[config.mk]
export PLATFORM = sky130hd
export DESIGN_NAME = crc16_t_flat
export DESIGN_NICKNAME = d
export VERILOG_FILES = /design/src/rtl/crc16_t_if.sv /design/src/rtl/crc16_t.sv /design/src/flat_wrapper.sv
export SDC_FILE = /design/constraint.sdc
export NUM_CORES = 1
export LEC_CHECK = 0
export BUFFER_PORTS_ARGS = -buffer_cell sky130_fd_sc_hd__buf_2
export CAP_MARGIN = 5
export CORE_ASPECT_RATIO = 1.4
export CORE_MARGIN = 2
export CORE_UTILIZATION = 35
export CTS_BUF_LIST = sky130_fd_sc_hd__clkbuf_16
export CTS_CLUSTER_SIZE = 40
export DETAILED_ROUTE_END_ITERATION = 10
export PLACE_DENSITY_LB_ADDON = 0.15
export SETUP_SLACK_MARGIN = 0.2
export SYNTH_ARGS = -nofsm -noshare
export SYNTH_HDL_FRONTEND = slang
export SYNTH_SLANG_ARGS = --single-unit
[constraint.sdc]
create_clock -name clk -period 2.09 [get_ports clk]
set_input_delay 0.418 -clock clk [delete_from_list [all_inputs] [get_ports clk]]
set_output_delay 0.418 -clock clk [all_outputs]
set_load 0.05 [all_outputs]
[src/rtl/crc16_t_if.sv]
// crc16_t_if: byte-stream handshake bundle used on both sides of the
// DATA-packet framer (link-layer input tx_ld, TX-mux output tx_lt).
//   sop    first byte of packet
//   eop    last byte of packet
//   valid  byte valid
//   ready  byte accepted when valid & ready
//   data   byte
//   cancle abort marker. The framer only reads it on its input side when
//          CRC16_T_CANCEL_EN is defined. It always drives it on its output
//          side, where it stays 0 unless that macro is defined.
// master drives the stream; slave accepts it.
interface crc16_t_if;
  logic       sop;
  logic       eop;
  logic       valid;
  logic       ready;
  logic [7:0] data;
  logic       cancle;

  modport master (output sop, eop, valid, data, cancle, input ready);
  modport slave  (input sop, eop, valid, data, cancle, output ready);
endinterface

[src/rtl/crc16_t.sv]
// crc16_t: TX DATA-packet framer.
// It passes the PID through and runs USB CRC16 over the payload bytes. It
// then appends ~crc as two bytes, low byte first. EOP moves onto the last
// CRC byte.
// Ports:
//   clk, rst  clock and synchronous active-high reset
//   tx_ld     input byte stream from the link layer (slave)
//   tx_lt     output byte stream to the TX mux (master), one register slot
//   pkt_len   payload length of the last completed packet
//   pkt_err   one-cycle pulse on a framing or length error
// Optional: defining CRC16_T_CANCEL_EN honours tx_ld.cancle in PAYLOAD.
// A cancelled beat goes out with cancle=1 and eop=1, and no CRC follows.
module crc16_t #(
  parameter int MAX_PAYLOAD = 1023,
  parameter int LEN_W       = 11
) (
  input  logic             clk,
  input  logic             rst,
  crc16_t_if.slave         tx_ld,
  crc16_t_if.master        tx_lt,
  output logic [LEN_W-1:0] pkt_len,
  output logic             pkt_err
);

  typedef enum logic [1:0] {IDLE, PAYLOAD, CRC_LO, CRC_HI} state_t;

  state_t           state, state_n;
  logic [15:0]      crc, crc_n;
  logic [LEN_W-1:0] len, len_n, pkt_len_n;
  logic             slot_free, accept, load;
  logic             nx_sop, nx_eop, nx_err;
  logic [7:0]       nx_data;
`ifdef CRC16_T_CANCEL_EN
  logic             nx_can;
`endif

  // Reflected poly 0x8005 (0xA001), one byte per call, LSB first.
  function automatic logic [15:0] crc_upd(input logic [15:0] c, input logic [7:0] d);
    logic [15:0] r;
    r = c;
    for (int i = 0; i < 8; i++)
      r = (r[0] ^ d[i]) ? ((r >> 1) ^ 16'hA001) : (r >> 1);
    return r;
  endfunction

  assign slot_free   = ~tx_lt.valid | tx_lt.ready;
  assign tx_ld.ready = slot_free & ((state == IDLE) | (state == PAYLOAD));
  assign accept      = tx_ld.valid & tx_ld.ready;

  always_comb begin
    state_n   = state;
    crc_n     = crc;
    len_n     = len;
    pkt_len_n = pkt_len;
    load      = 1'b0;
    nx_sop    = 1'b0;
    nx_eop    = 1'b0;
    nx_data   = tx_ld.data;
    nx_err    = 1'b0;
`ifdef CRC16_T_CANCEL_EN
    nx_can    = 1'b0;
`endif
    case (state)
      IDLE: if (accept) begin
        if (tx_ld.sop) begin
          load    = 1'b1;
          nx_sop  = 1'b1;
          crc_n   = 16'hFFFF;
          len_n   = '0;
          state_n = tx_ld.eop ? CRC_LO : PAYLOAD;
        end else begin
          nx_err  = 1'b1;  // stray beat outside a packet: dropped
        end
      end
      PAYLOAD: if (accept) begin
        load   = 1'b1;
        crc_n  = crc_upd(crc, tx_ld.data);
        len_n  = (len == {LEN_W{1'b1}}) ? len : len + LEN_W'(1);
        // A mid-packet SOP is carried as payload. Crossing MAX_PAYLOAD
        // flags once. Both cases still frame the packet normally.
        nx_err = tx_ld.sop | (len == LEN_W'(MAX_PAYLOAD));
`ifdef CRC16_T_CANCEL_EN
        if (tx_ld.cancle) begin
          nx_can  = 1'b1;
          nx_eop  = 1'b1;
          state_n = IDLE;
        end else
`endif
        if (tx_ld.eop) state_n = CRC_LO;
      end
      CRC_LO: if (slot_free) begin
        load    = 1'b1;
        nx_data = ~crc[7:0];
        state_n = CRC_HI;
      end
      CRC_HI: if (slot_free) begin
        load      = 1'b1;
        nx_data   = ~crc[15:8];
        nx_eop    = 1'b1;
        pkt_len_n = len;
        state_n   = IDLE;
      end
      default: state_n = IDLE;
    endcase
  end

  always_ff @(posedge clk) begin
    if (rst) begin
      state   <= IDLE;
      crc     <= 16'hFFFF;
      len     <= '0;
      pkt_len <= '0;
      pkt_err <= 1'b0;
    end else begin
      state   <= state_n;
      crc     <= crc_n;
      len     <= len_n;
      pkt_len <= pkt_len_n;
      pkt_err <= nx_err;
    end
  end

  // Output slot: it loads only while free. It otherwise holds every field.
  always_ff @(posedge clk) begin
    if (rst) begin
      tx_lt.valid  <= 1'b0;
      tx_lt.sop    <= 1'b0;
      tx_lt.eop    <= 1'b0;
      tx_lt.data   <= 8'h00;
`ifdef CRC16_T_CANCEL_EN
      tx_lt.cancle <= 1'b0;
`endif
    end else if (load) begin
      tx_lt.valid  <= 1'b1;
      tx_lt.sop    <= nx_sop;
      tx_lt.eop    <= nx_eop;
      tx_lt.data   <= nx_data;
`ifdef CRC16_T_CANCEL_EN
      tx_lt.cancle <= nx_can;
`endif
    end else if (tx_lt.ready) begin
      tx_lt.valid  <= 1'b0;
    end
  end

`ifndef CRC16_T_CANCEL_EN
  assign tx_lt.cancle = 1'b0;
`endif

endmodule

[src/flat_wrapper.sv]
// flat-port wrapper written by rule: the top's interface ports become plain ports
module crc16_t_flat 
#(
  parameter int MAX_PAYLOAD = 1023,
  parameter int LEN_W       = 11
)
  (clk, rst, pkt_len, pkt_err, tx_ld_sop, tx_ld_eop, tx_ld_valid, tx_ld_data, tx_ld_cancle, tx_ld_ready, tx_lt_sop, tx_lt_eop, tx_lt_valid, tx_lt_data, tx_lt_cancle, tx_lt_ready);
  crc16_t_if tx_ld_i ();
  crc16_t_if tx_lt_i ();
  input  logic clk;
  input  logic rst;
  output logic [LEN_W-1:0] pkt_len;
  output logic pkt_err;
  input wire logic [$bits(tx_ld_i.sop)-1:0] tx_ld_sop;
  input wire logic [$bits(tx_ld_i.eop)-1:0] tx_ld_eop;
  input wire logic [$bits(tx_ld_i.valid)-1:0] tx_ld_valid;
  input wire logic [$bits(tx_ld_i.data)-1:0] tx_ld_data;
  input wire logic [$bits(tx_ld_i.cancle)-1:0] tx_ld_cancle;
  output wire logic [$bits(tx_ld_i.ready)-1:0] tx_ld_ready;
  output wire logic [$bits(tx_lt_i.sop)-1:0] tx_lt_sop;
  output wire logic [$bits(tx_lt_i.eop)-1:0] tx_lt_eop;
  output wire logic [$bits(tx_lt_i.valid)-1:0] tx_lt_valid;
  output wire logic [$bits(tx_lt_i.data)-1:0] tx_lt_data;
  output wire logic [$bits(tx_lt_i.cancle)-1:0] tx_lt_cancle;
  input wire logic [$bits(tx_lt_i.ready)-1:0] tx_lt_ready;
  assign tx_ld_i.sop = tx_ld_sop;
  assign tx_ld_i.eop = tx_ld_eop;
  assign tx_ld_i.valid = tx_ld_valid;
  assign tx_ld_i.data = tx_ld_data;
  assign tx_ld_i.cancle = tx_ld_cancle;
  assign tx_ld_ready = tx_ld_i.ready;
  assign tx_lt_sop = tx_lt_i.sop;
  assign tx_lt_eop = tx_lt_i.eop;
  assign tx_lt_valid = tx_lt_i.valid;
  assign tx_lt_data = tx_lt_i.data;
  assign tx_lt_cancle = tx_lt_i.cancle;
  assign tx_lt_i.ready = tx_lt_ready;
  crc16_t #(.MAX_PAYLOAD(MAX_PAYLOAD), .LEN_W(LEN_W)) u_core (.clk(clk), .rst(rst), .tx_ld(tx_ld_i), .tx_lt(tx_lt_i), .pkt_len(pkt_len), .pkt_err(pkt_err));
endmodule
## Yosys cells after proc, flatten, opt, wreduce, memory -nomap -nowiden

Index checks and enable logic that the tools add are counted.

- ROM bits: 0
- Memories kept: 0
- Bits in latches: 0
- RAM bits: 0
- Register bits: 52
- Input port bits: 15

- Add/subtract/negate cells: 1
- Multiplexer cells: 41
- $lt $le $gt $ge: 0
- Shift-type cells: 0
- Bitwise logic cells: 24
- Multiply operators: 0
- Equality and inequality tests: 12
- Div/mod/pow operators: 0
- Reduce and logical (&&, ||, !) cells: 8

Operator list:

| kind | count |
|---|---|
| 16-bit 2-to-1 mux | 11 |
| 11-bit 2-to-1 mux | 4 |
| 16-bit case mux with 2 select lines | 1 |
| 2-bit inverter with 3-bit output | 8 |
| 11-bit case mux with 2 select lines | 1 |
| 8-bit 2-to-1 mux | 2 |
| 8-bit inverter | 2 |
| 8-bit case mux with 2 select lines | 1 |
| 2-bit 2-to-1 mux | 7 |
| 11-bit by 1-bit adder with 11-bit output, second input constant | 1 |
| 11-bit by 10-bit == test with 1-bit output, second input constant | 1 |
| 11-bit == test, second input constant | 1 |
| 1-bit 2-to-1 mux | 11 |
| 2-bit by 1-bit != test with 1-bit output, second input constant | 4 |
| 2-bit case mux with 4 select lines | 1 |
| 1-bit bitwise XOR | 8 |
| 2-bit != test, second input constant | 3 |
| 6-bit AND reduction | 1 |
| 5-bit AND reduction | 1 |
| 2-bit == test, second input constant | 2 |
| 4-bit AND reduction | 1 |
| 2-bit nonzero test | 2 |
| 1-bit OR | 3 |
| 1-bit case mux with 3 select lines | 1 |
| 7 further kinds | 8 |

## Depth between registers and ports, before layout

- Depth after elaboration: 18
- Depth in mapped cells: 9
- Depth with buffers taken out: 7

## Worst setup path before layout

Ideal clock, no wire load.

- Path type: flip-flop to output port
- Start point: register u_core.tx_lt.valid
- End point: output port tx_ld_ready
- Arrival time: 1695 ps
- Setup slack: -23 ps
- Stages on the path, launching flop included: 5
- Buffers on the path: 2
- Cells stage by stage: dfxtp_1 -> nand2b_1 -> clkbuf_1 -> clkbuf_1 -> o21a_1

- Word-level cells in the longest chain between the ends: 3

Ends and longest elaborated chain:

| element | line | RTL |
|---|---|---|
| from (decl) | crc16_t_if.sv:20 | `modport master (output sop, eop, valid, data, cancle, input ready);` |
| from (signal assigned) | crc16_t.sv:126 | `tx_lt.valid <= 1'b0;` |
| from (signal assigned) | crc16_t.sv:134 | `tx_lt.valid <= 1'b1;` |
| from (signal assigned) | crc16_t.sv:142 | `tx_lt.valid <= 1'b0;` |
| 1-bit inverter | crc16_t.sv:46 | `assign slot_free = ~tx_lt.valid \| tx_lt.ready;` |
| 1-bit OR | crc16_t.sv:46 |  |
| 1-bit bitwise AND | crc16_t.sv:47 | `assign tx_ld.ready = slot_free & ((state == IDLE) \| (state == PAYLOAD));` |
| to (decl) | flat_wrapper.sv:19 | `output wire logic [$bits(tx_ld_i.ready)-1:0] tx_ld_ready;` |

No other way between the ends.

## Final worst setup path

- Start point: register u_core.state[1]
- End point: output port tx_ld_ready

- Word-level cells in the longest chain between the ends: 3
- Elaborated cells on any way between the ends: 4
- Those cells by class: eq/ne: 1; bitwise: 2; reduce/logical: 1

Ends and longest elaborated chain:

| element | line | RTL |
|---|---|---|
| from (decl) | crc16_t.sv:27 | `state_t state, state_n;` |
| from (signal assigned) | crc16_t.sv:115 | `state <= state_n;` |
| 2-bit by 1-bit == test with 1-bit output / 2-bit zero test (equally long branches) | crc16_t.sv:47 |  |
| 1-bit OR * | crc16_t.sv:47 |  |
| 1-bit bitwise AND * | crc16_t.sv:47 |  |

Every way passes the cells marked *; elsewhere a longest branch is shown, timed or not.

==> results.py <==
metrics = {
    "route": {
        "vias_per_cell": 5.03,
        "drt_iter0_markers": 84,
        "vias": 2196,
        "final_antenna_net_count": 0,
        "wl_um": 6220,
        "drtPass1Iterations": 5,
        "route.detailed.drc": 0,
        "wl_per_cell_um": 14.2,
    },
    "worst_setup_path": {
        "crit_type": "register to output port",
        "crit_path_start": "u_core.state[1]$_SDFFE_PP0P_",
        "worstReg2RegStart": "u_core.state[1]$_SDFFE_PP0P_",
        "worstPathRequired_ps": 1670,
        "crit_path_end_kind": "output port",
        "r2r_cells": 7,
        "cp_max_fo": 9,
        "critical_path.endpoint": "tx_ld_ready",
        "worstSetupStartpointType": "register",
        "reg2reg_slack_ps": 240,
        "worstReg2RegEnd": "u_core.len[7]$_SDFFE_PP0P_",
        "arrival_ps": 1430,
    },
    "timing": {
        "finalWorstSetupSlack_ps": 238,
        "whs_ps": 437,
        "finalHoldViolCount": 0,
        "setup_tns_ps": 0,
        "min_period_over_period": 0.886,
        "rsz0062_at_grt": "no",
        "skew_ps": 4.28,
        "setup_violations": 0,
        "timing.fmax_mhz": 540,
        "min_period_ps": 1850,
        "drv_slew": 0,
    },
    "clocking": {
        "cts_inserted_buffers": 5,
        "clock_sinks": 52,
        "clockBufferDepth": 2,
        "clk_pin_slew_ps": 70,
        "cts_tree": "yes",
        "h-tree-depth": 2,
        "cts-root-buf": "clkbuf_16",
        "clkLatencyLatePin_ps": 290,
        "ctsHoldBuffers": 0,
    },
    "power": {
        "p_leak_uw": 0.00128,
        "ir_worst_vdd_uv": 775,
        "power.total_uw": 4550,
        "power.density_nw_per_um2": 1430,
    },
    "yosys": {
        "synth_seq_cells": 52,
        "yosysWarnings": 0,
        "synthAdderAreaFrac": 0.0251,
        "synth_compound_gate_area_share": 0.193,
        "synthFlopType": "dfxtp_1",
        "netlist.area_leader.share": 0.418,
        "ys_seq_area_frac": 0.418,
        "synth-edff-count": 0,
        "yosysTopAreaCell": "dfxtp_1",
        "syn_avg_cell_area_um2": 8.54,
        "synth-simple-area-share": 0.186,
        "synth.cell_area_um2": 2490,
        "synth_cell_types": 42,
        "synthArstFlopShare": 0,
        "yosys.area_share.xor_xnor": 0.115,
        "synthMuxAreaShare": 0.0206,
        "syn_nets": 312,
        "synth_top_family_by_area": "compound AO/OA/AOI/OAI gates",
        "synthCells": 292,
        "ys_top_cells_by_area": "dfxtp_1, nand2_1, xnor2_1, a21oi_1, a211oi_1",
    },
    "global_route": {
        "use_met3": 0.0321,
        "antenna_found_initial": 0,
        "grt_max_degree": 31,
        "grt_use_total": 0.160,
        "grt_pass1_vias": 1987,
        "top_usage_layer": "met2",
        "gr-usage-met2": 0.270,
        "gr-total-overflow": 0,
        "grt_pass1_wl_um": 9780,
        "groute.layer.met1.usage": 0.202,
    },
    "min_path": {
        "hp-class": "primary input to register",
    },
    "die": {
        "coreArea_um2": 6940,
        "die_area_um2": 7820,
        "die_x_um": 75.3,
        "ios": 40,
        "initial_core_util": 0.359,
        "die_y_um": 104,
        "rows": 36,
    },
    "layout": {
        "drive_gt1_frac": 0.257,
        "antenna-diode-count": 0,
        "nets": 361,
        "syn_to_final_growth_pct": 27.2,
        "fillers": 745,
    },
    "placed_design": {
        "pre_cts_ws_ps": 71.1,
        "hpwl_um": 4260,
        "port_buffers": 37,
        "gp_congestion": 0.752,
    },
    "run": {
        "drv_cap": 0,
    },
    "run_status": {
        "status": "finished clean",
    },
}
[routing by layer]
layer  vias up  part of all wire
met5         -                 0
li1       1120                 -
met2        46              0.52
met1      1024              0.43
met4         0             0.011
met3         6             0.032
[cell type report]
class / count / area [um2] / share of cell area
clock buffers: 5 / 125 / 0.0395
repair buffers: 60 / 425 / 0.134
multi-input cells: 216 / 1410 / 0.445
clock inverters: 3 / 21.3 / 0.00671
flip-flops and latches: 52 / 1050 / 0.330
well taps: 95 / 119 / 0.0375
inverters: 6 / 22.5 / 0.00710
[cells by family (layout without fill, tap and decap cells)]
group,Yosys count,count (layout)
compound gates,74,74
xor+xnor,25,25
fa+ha+maj,5,5
buf+inv,24,74
flops,52,52
mux,5,5
other cells,1,1
simple gates,106,106
[Yosys cell counts (6+ instances only)]
cell type   n
a21oi_1    22
inv_1       6
a211oi_1   12
a22oi_1    10
nor2_1     24
o22ai_1     8
clkbuf_1   11
xnor2_1    17
dfxtp_1    52
nand3_1    10
nand2_1    52
o211ai_1    9
[timing repair]
item | 4_1_cts | 5_1_grt
setup buffers | 1 | 6
endpoints found under the setup margin | 3 | 29
gates cloned | 0 | 2
gates resized for setup | 4 | 18
pin swaps | 0 | 2
[state kept, by name, indices dropped and copies added, names as in the netlist]
name,cells
u_core.crc,16
u_core.len,11
u_core.state,2
u_core.tx_lt.sop,1
u_core.tx_lt.eop,1
u_core.tx_lt.data,8
u_core.tx_lt.valid,1
u_core.pkt_err,1
u_core.pkt_len,11
[power by group]
| group | internal, uW | switching (uW) | total, uW |
|---|---|---|---|
| Combinational | 1060 | 1330 | 2390 |
| Sequential | 1180 | 148 | 1330 |
| Clock | 447 | 382 | 828 |
| Total | 2690 | 1860 | 4550 |
[cell usage in the layout (no fill, tap or decap), types with 3 or more instances in the layout]
cell type and count:
o211ai_1 9, buf_6 4, dfxtp_1 48, buf_2 36
ha_1 4, buf_4 16, nor2_1 23, o22ai_1 8
nand2_1 52, xnor2_1 16, nand4_1 5, nand3_1 9
dfxtp_2 4, clkbuf_16 6, mux2i_1 4, a22oi_1 10
nor3_1 3, inv_1 5, a211oi_1 12, a21oi_1 20
[critical path: stages (launching register included)]
cell and delay, ps:
dfxtp_2 360, inv_1 70, ha_2 190, buf_4 170, o21a_4 190, buf_6 140
[how the worst min path moves through the flow]
stage | from | endpoint | slack, ps | depth (start not counted)
floorplan | u_core.len[8]$_SDFFE_PP0P_ | u_core.pkt_len[8]$_SDFFE_PP0P_ | 450 | 2
global placement | u_core.pkt_len[4]$_SDFFE_PP0P_ | u_core.pkt_len[4]$_SDFFE_PP0P_ | 440 | 2
detailed placement | u_core.pkt_len[9]$_SDFFE_PP0P_ | u_core.pkt_len[9]$_SDFFE_PP0P_ | 450 | 2
CTS | tx_ld_sop | u_core.tx_lt.sop$_SDFFE_PP0P_ | 440 | 3
global route | tx_ld_sop | u_core.tx_lt.sop$_SDFFE_PP0P_ | 450 | 3
finish | tx_ld_sop | u_core.tx_lt.sop$_SDFFE_PP0P_ | 440 | 3
[through the flow]
stage	cell area, um2	utilization	std cells
final	3170	0.457	437
after global placement	2850	0.411	420
after floorplan	2520	-	292
after CTS	3020	0.435	429
after global routing	3170	0.457	437
after detailed placement	2850	0.411	420
(Power assumes the default switching activity.)
